===== src/rtl/cdb_arbiter_if.sv =====
// Result-source handshake plus CDB broadcast bundle for the CDB arbiter.
// The master drives results in; the slave (arbiter) accepts them and drives the bus.
interface cdb_arbiter_if #(
    parameter int N_SRC  = 4,
    parameter int DATA_W = 16,
    parameter int TAG_W  = 3
);
    localparam int SRC_W = (N_SRC > 1) ? $clog2(N_SRC) : 1;

    logic [N_SRC-1:0]        Req_Valid;
    logic [N_SRC*TAG_W-1:0]  Req_Tag;
    logic [N_SRC*DATA_W-1:0] Req_Data;
    logic [N_SRC-1:0]        Req_Ready;
    logic                    CDB_Valid;
    logic [TAG_W-1:0]        CDB_Tag;
    logic [DATA_W-1:0]       CDB_Value;
    logic [SRC_W-1:0]        CDB_Src;
    logic                    Err;

    modport master (
        output Req_Valid, Req_Tag, Req_Data,
        input  Req_Ready, CDB_Valid, CDB_Tag, CDB_Value, CDB_Src, Err
    );

    modport slave (
        input  Req_Valid, Req_Tag, Req_Data,
        output Req_Ready, CDB_Valid, CDB_Tag, CDB_Value, CDB_Src, Err
    );
endinterface


===== src/rtl/cdb_arbiter.sv =====
// CDB arbiter: one holding slot per functional unit, round-robin grant of one
// result per cycle onto the registered (valid, tag, value) broadcast.
module cdb_slot #(
    parameter int DATA_W = 16,
    parameter int TAG_W  = 3
) (
    input  logic              clk,
    input  logic              rst,
    input  logic              req_valid,
    input  logic [TAG_W-1:0]  req_tag,
    input  logic [DATA_W-1:0] req_data,
    input  logic              grant,
    output logic              req_ready,
    output logic              full,
    output logic [TAG_W-1:0]  tag,
    output logic [DATA_W-1:0] data,
    output logic              drop
);
    logic xfer, load;

    // A granted slot empties this edge, so it may refill in the same cycle.
    assign req_ready = !full | grant;
    assign xfer      = req_valid & req_ready;
    assign load      = xfer & (|req_tag);
    assign drop      = xfer & ~(|req_tag);

    always_ff @(posedge clk) begin
        if (rst) begin
            full <= 1'b0;
            tag  <= '0;
            data <= '0;
        end else if (load) begin
            full <= 1'b1;
            tag  <= req_tag;
            data <= req_data;
        end else if (grant) begin
            full <= 1'b0;
        end
    end
endmodule

module cdb_arbiter #(
    parameter int N_SRC  = 4,
    parameter int DATA_W = 16,
    parameter int TAG_W  = 3
) (
    input logic         Clock,
    input logic         Reset,
    cdb_arbiter_if.slave bus
);
    localparam int SRC_W = (N_SRC > 1) ? $clog2(N_SRC) : 1;

    logic [N_SRC-1:0]             full, grant, drop, slot_ready;
    logic [N_SRC-1:0][TAG_W-1:0]  slot_tag;
    logic [N_SRC-1:0][DATA_W-1:0] slot_data;
    logic [SRC_W-1:0]             rr, gidx, sidx;
    logic                         found;
    int                           idx;

    logic              cdb_valid, err;
    logic [TAG_W-1:0]  cdb_tag;
    logic [DATA_W-1:0] cdb_value;
    logic [SRC_W-1:0]  cdb_src;

    for (genvar i = 0; i < N_SRC; i++) begin : g_slot
        cdb_slot #(.DATA_W(DATA_W), .TAG_W(TAG_W)) u_slot (
            .clk      (Clock),
            .rst      (Reset),
            .req_valid(bus.Req_Valid[i]),
            .req_tag  (bus.Req_Tag[i*TAG_W +: TAG_W]),
            .req_data (bus.Req_Data[i*DATA_W +: DATA_W]),
            .grant    (grant[i]),
            .req_ready(slot_ready[i]),
            .full     (full[i]),
            .tag      (slot_tag[i]),
            .data     (slot_data[i]),
            .drop     (drop[i])
        );
    end

    // First full slot at or after rr, wrapping modulo N_SRC.
    always_comb begin
        grant = '0;
        gidx  = '0;
        sidx  = '0;
        found = 1'b0;
        idx   = 0;
        for (int k = 0; k < N_SRC; k++) begin
            idx  = (int'(rr) + k) % N_SRC;
            sidx = SRC_W'(idx);
            if (!found && full[sidx]) begin
                grant[sidx] = 1'b1;
                gidx        = sidx;
                found       = 1'b1;
            end
        end
    end

    always_ff @(posedge Clock) begin
        if (Reset) begin
            rr        <= '0;
            cdb_valid <= 1'b0;
            cdb_tag   <= '0;
            cdb_value <= '0;
            cdb_src   <= '0;
            err       <= 1'b0;
        end else begin
            cdb_valid <= found;
            err       <= err | (|drop);
            if (found) begin
                cdb_tag   <= slot_tag[gidx];
                cdb_value <= slot_data[gidx];
                cdb_src   <= gidx;
                rr        <= (gidx == SRC_W'(N_SRC - 1)) ? '0 : gidx + 1'b1;
            end
        end
    end

    assign bus.Req_Ready = slot_ready;
    assign bus.CDB_Valid = cdb_valid;
    assign bus.CDB_Tag   = cdb_tag;
    assign bus.CDB_Value = cdb_value;
    assign bus.CDB_Src   = cdb_src;
    assign bus.Err       = err;
endmodule


===== src/flat_wrapper.sv =====
// flat-port wrapper written by rule: the top's interface ports become plain ports
module cdb_arbiter_flat 
#(
    parameter int N_SRC  = 4,
    parameter int DATA_W = 16,
    parameter int TAG_W  = 3
)
  (Clock, Reset, bus_Req_Valid, bus_Req_Tag, bus_Req_Data, bus_Req_Ready, bus_CDB_Valid, bus_CDB_Tag, bus_CDB_Value, bus_CDB_Src, bus_Err);
  cdb_arbiter_if #(.N_SRC(N_SRC), .DATA_W(DATA_W), .TAG_W(TAG_W)) bus_i ();
  input logic Clock;
  input logic Reset;
  input wire logic [$bits(bus_i.Req_Valid)-1:0] bus_Req_Valid;
  input wire logic [$bits(bus_i.Req_Tag)-1:0] bus_Req_Tag;
  input wire logic [$bits(bus_i.Req_Data)-1:0] bus_Req_Data;
  output wire logic [$bits(bus_i.Req_Ready)-1:0] bus_Req_Ready;
  output wire logic [$bits(bus_i.CDB_Valid)-1:0] bus_CDB_Valid;
  output wire logic [$bits(bus_i.CDB_Tag)-1:0] bus_CDB_Tag;
  output wire logic [$bits(bus_i.CDB_Value)-1:0] bus_CDB_Value;
  output wire logic [$bits(bus_i.CDB_Src)-1:0] bus_CDB_Src;
  output wire logic [$bits(bus_i.Err)-1:0] bus_Err;
  assign bus_i.Req_Valid = bus_Req_Valid;
  assign bus_i.Req_Tag = bus_Req_Tag;
  assign bus_i.Req_Data = bus_Req_Data;
  assign bus_Req_Ready = bus_i.Req_Ready;
  assign bus_CDB_Valid = bus_i.CDB_Valid;
  assign bus_CDB_Tag = bus_i.CDB_Tag;
  assign bus_CDB_Value = bus_i.CDB_Value;
  assign bus_CDB_Src = bus_i.CDB_Src;
  assign bus_Err = bus_i.Err;
  cdb_arbiter #(.N_SRC(N_SRC), .DATA_W(DATA_W), .TAG_W(TAG_W)) u_core (.Clock(Clock), .Reset(Reset), .bus(bus_i));
endmodule

===== config.mk =====
export PLATFORM = sky130hd
export DESIGN_NAME = cdb_arbiter_flat
export DESIGN_NICKNAME = d
export VERILOG_FILES = /design/src/rtl/cdb_arbiter_if.sv /design/src/rtl/cdb_arbiter.sv /design/src/flat_wrapper.sv
export SDC_FILE = /design/constraint.sdc
export NUM_CORES = 1
export LEC_CHECK = 0
export ABC_CLOCK_PERIOD_IN_PS = 3650
export BUFFER_PORTS_ARGS = -buffer_cell sky130_fd_sc_hd__buf_2
export CORE_UTILIZATION = 38
export DETAILED_ROUTE_END_ITERATION = 6
export GPL_ROUTABILITY_DRIVEN = 0
export GPL_TIMING_DRIVEN = 1
export HOLD_SLACK_MARGIN = 0.08
export SLEW_MARGIN = 20
export SYNTH_ARGS = -nofsm -noshare
export SYNTH_HDL_FRONTEND = slang
export SYNTH_SLANG_ARGS = --single-unit
export TNS_END_PERCENT = 50

===== constraint.sdc =====
create_clock -name Clock -period 3.65 [get_ports Clock]
set_clock_uncertainty 0.2 [all_clocks]
set_input_delay 0.365 -clock Clock [delete_from_list [all_inputs] [get_ports Clock]]
set_output_delay 0.365 -clock Clock [all_outputs]
set_load 0.1 [all_outputs]

==> flow_summary_export.csv <==
group,metric,value,unit
outcome,outcome,"finished, final reports clean",
setup_path,worstSetupEndpointType,"primary output",
finish,layout-drive-gt1-share,22.8,%
min_path,hold_path.startpoint,"bus_Req_Data[44]",
timing,setup-violations-final,0,
setup_path,cp_data_required_time,3.08,ns
setup_path,reg2reg_slack,0.30,ns
route,drt_iter0_markers,427,
route,routed-via-count,5298,
global_route,vias_in_the_first_global_route,5129,
clocking,cts_max_path_buffers,2,
min_path,hold_end,"u_core.g_slot[2].u_slot.data[12]",
global_route,grt_first_pass_wirelength,27100,µm
global_route,groute.usage.overall,23.8,%
finish,count_of_filler_cells_inserted_in_the_layout,1281,
min_path,hold_path_stages,3,
global_route,grt_start_max_net_pins,103,
die,die-height,121,µm
setup_path,critical_path.reg2reg.endpoint,"u_core.rr[1]",
clocking,cts.sinks,105,
logic_synthesis,synth.yosys.seq_area_share,38.8,%
min_path,min-delay-path-class,"input pin to register",
setup_path,reg_to_reg_startpoint,"u_core.rr[0]",
clocking,cts_htree_levels,3,
logic_synthesis,synth_seq_cells,105,
setup_path,timing.setup.critical_path_class,"register to primary output",
logic_synthesis,yosys.cell_types.count,61,
clocking,post_cts_resize_count,0,
route,avg_vias_per_cell,5.59,
timing,final-hold-violation-count,0,
die,rows,43,
logic_synthesis,syn_area_per_cell,8.79,µm²
power_and_ir_drop,post-layout-total-power,5730,µW
die,core_area,13900,µm²
place,place_hpwl,11700,µm
route,dr.pass1.iters,5,
flow_run,drv.max_cap_violation_count,0,
finish,layout.cells.most_common,"sky130_fd_sc_hd__dfxtp_1",
finish,num-nets-final,851,
die,floorplan.initialDensity,39.1,%
setup_path,ff2ff_path_depth,8,
finish,layout_common_cells,"105 x sky130_fd_sc_hd__dfxtp_1, 104 x sky130_fd_sc_hd__buf_2, 84 x sky130_fd_sc_hd__nor2_1, 62 x sky130_fd_sc_hd__dlygate4sd3_1, 55 x sky130_fd_sc_hd__mux2i_1",
route,drtAntennaViolNets,0,
power_and_ir_drop,power_leakage,0.00302,µW
timing,relSlewSlack,28.6,%
logic_synthesis,mappedNetlistArea,5420,µm²
global_route,antenna_found_initial,0,
finish,num_antenna_cells,0,
timing,portion_of_the_clock_cycle_consumed_by_the_worst_path_in_the_final_layout,95.3,%
timing,finalMaxSlewViolations,0,
global_route,gr-total-overflow,0,
timing,worst-slew-pin-transition,1.06,ns
clocking,clkTransAtPathRegs,0.07,ns
logic_synthesis,count_of_flip_flops_with_a_built_in_enable_after_synthesis,0,
finish,flow.area_growth_from_synthesis,30.9,%
clocking,clock_tree.root_cell,"sky130_fd_sc_hd__clkbuf_16",
timing,grt_setup_unrepaired,"no",
logic_synthesis,syn_inst,617,
setup_path,slowest_stage_delay_on_critical_path,0.55,ns
place,buffer_ports.inserted,108,
logic_synthesis,synth_nets,706,
die,die_width,121,µm
power_and_ir_drop,power_per_cell_area,807,nW/µm²
setup_path,critical_path.startpoint_type,"register",
logic_synthesis,ys.warnings.count,0,
setup_path,crit_path_dat,2.91,ns
power_and_ir_drop,peakVddDrop,0.529,mV
timing,finalSetupTns,0,ns
route,routedWlPerCell,17.8,µm
timing,hold_slack,0.0868,ns
finish,post-route-cell-area,7100,µm²
setup_path,critical_path_peak_fanout,6,
place,post_dp_cell_area,6140,µm²
clocking,numCtsBuffers,9,
route,remaining_drc_errors,0,
clocking,cts_tree,"yes",
timing,max_clk_rate,0.288,GHz
route,detail_route.wirelength,16900,µm
die,die-area,14800,µm²
logic_synthesis,postSynth.asyncResetShare,0,%
setup_path,crit_chain,"inv_1 -> ha_1 -> buf_4 -> mux2i_1 -> nor4_1 -> nand4b_1 -> or3_1 -> buf_12",
die,io_pins,109,
setup_path,critical_path.slowest_cell,"sky130_fd_sc_hd__or3_1",
timing,finalWorstPathRequiredPeriod,3.48,ns
clocking,clk_latency,0.35,ns
logic_synthesis,synth_ff_type,"sky130_fd_sc_hd__dfxtp_1",
-- cells in the mapped netlist, types with 9 or more instances --
master | count | area share (%)
sky130_fd_sc_hd__dfxtp_1 | 105 | 39
sky130_fd_sc_hd__nor2_1 | 84 | 5.8
sky130_fd_sc_hd__mux2i_1 | 55 | 10
sky130_fd_sc_hd__a21oi_1 | 42 | 3.9
sky130_fd_sc_hd__clkbuf_1 | 32 | 2.2
sky130_fd_sc_hd__o21ai_0 | 32 | 3.0
sky130_fd_sc_hd__nand3_1 | 31 | 2.9
sky130_fd_sc_hd__nor4_1 | 28 | 3.2
sky130_fd_sc_hd__nand2_1 | 18 | 1.2
sky130_fd_sc_hd__a2111oi_0 | 15 | 2.4
sky130_fd_sc_hd__a21boi_0 | 14 | 1.9
sky130_fd_sc_hd__buf_2 | 13 | 1.2
sky130_fd_sc_hd__nor3_1 | 13 | 1.2
sky130_fd_sc_hd__and2_1 | 10 | 1.2
sky130_fd_sc_hd__inv_1 | 9 | 0.62
-- how the worst max path moves through the flow --
stage	startpoint	endpoint	slack (ns)
5_1_grt	u_core.rr[0]	bus_Req_Ready[1]	0.007
4_1_cts	u_core.rr[0]	u_core.bus.CDB_Value[1]	0.12
3_3_place_gp	u_core.rr[0]	u_core.rr[1]	0.06
3_5_place_dp	u_core.rr[0]	u_core.bus.CDB_Value[1]	-0.10
6_report	u_core.rr[0]	bus_Req_Ready[1]	0.17
2_1_floorplan	u_core.rr[0]	bus_Req_Ready[3]	0.27
-- where the power goes --
group          internal (µW)  leakage [µW]  switching (µW)
registers               1350      0.000864             180
clock network            589      0.000159             436
logic                   1010       0.00199            2170
total                   2940       0.00302            2780
-- per-layer routing --
layer	routed length, µm	global-route usage [%]	up-vias
met2	8060	38.7	209
met4	586	11.0	0
met3	1080	4.65	38
met5	0	0	-
li1	-	-	2556
met1	7170	30.1	2495
-- layout make-up --
| class | count | area, µm² | area share, % |
|---|---|---|---|
| Timing Repair Buffer | 191 | 1390 | 19.6 |
| Sequential cell | 105 | 2100 | 29.6 |
| Tap cell | 180 | 225 | 3.17 |
| Clock inverter | 4 | 48.8 | 0.687 |
| Clock buffer | 12 | 267 | 3.75 |
| Multi-Input combinational cell | 444 | 3020 | 42.6 |
| Inverter | 11 | 41.3 | 0.582 |
-- cells by family (layout without fill, tap and decap cells) --
| group | after synthesis | after routing | share of synthesized area (%) |
|---|---|---|---|
| AND/OR/NAND/NOR | 218 | 218 | 20.0 |
| buffers and inverters | 69 | 218 | 6.39 |
| adder cells (fa/ha/maj) | 7 | 7 | 1.62 |
| flip-flops | 105 | 105 | 38.8 |
| multiplexers | 64 | 64 | 12.9 |
| AO/OA/AOI/OAI | 154 | 155 | 20.4 |
-- per-stage QoR --
step                      cells  utilization [%]  worst slack, ns
after floorplan             617                -            0.267
after global placement      866             44.2           0.0609
after detailed placement    866             44.2           -0.105
after CTS                   945             51.0            0.122
after global routing        947             51.1          0.00685
final                       947             51.1            0.173
-- repair_timing --
item                       in CTS  in global routing
hold buffers                   62                  0
cloned                          1                  0
pin swaps                       1                  1
buffers inserted                0                  2
hold endpoints to repair       62                  0
setup endpoints to repair       7                  8
-- flip-flops by register name, summed over array words and instances (netlist names) --
name,flops
u_core.g_slot.u_slot.data,64
u_core.bus.CDB_Value,16
u_core.bus.CDB_Valid,1
u_core.rr,2
u_core.bus.CDB_Src,2
u_core.bus.CDB_Tag,3
u_core.g_slot.u_slot.tag,12
u_core.g_slot.u_slot.full,4
u_core.bus.Err,1
-- critical path: cells and delay by family (launching register included) --
family,cells,cell delay [ns]
flops,1,0.38
simple gates,3,0.91
fa+ha+maj,1,0.34
buf+inv,3,0.46
mux,1,0.46
Power figures use the tool's default switching activity.
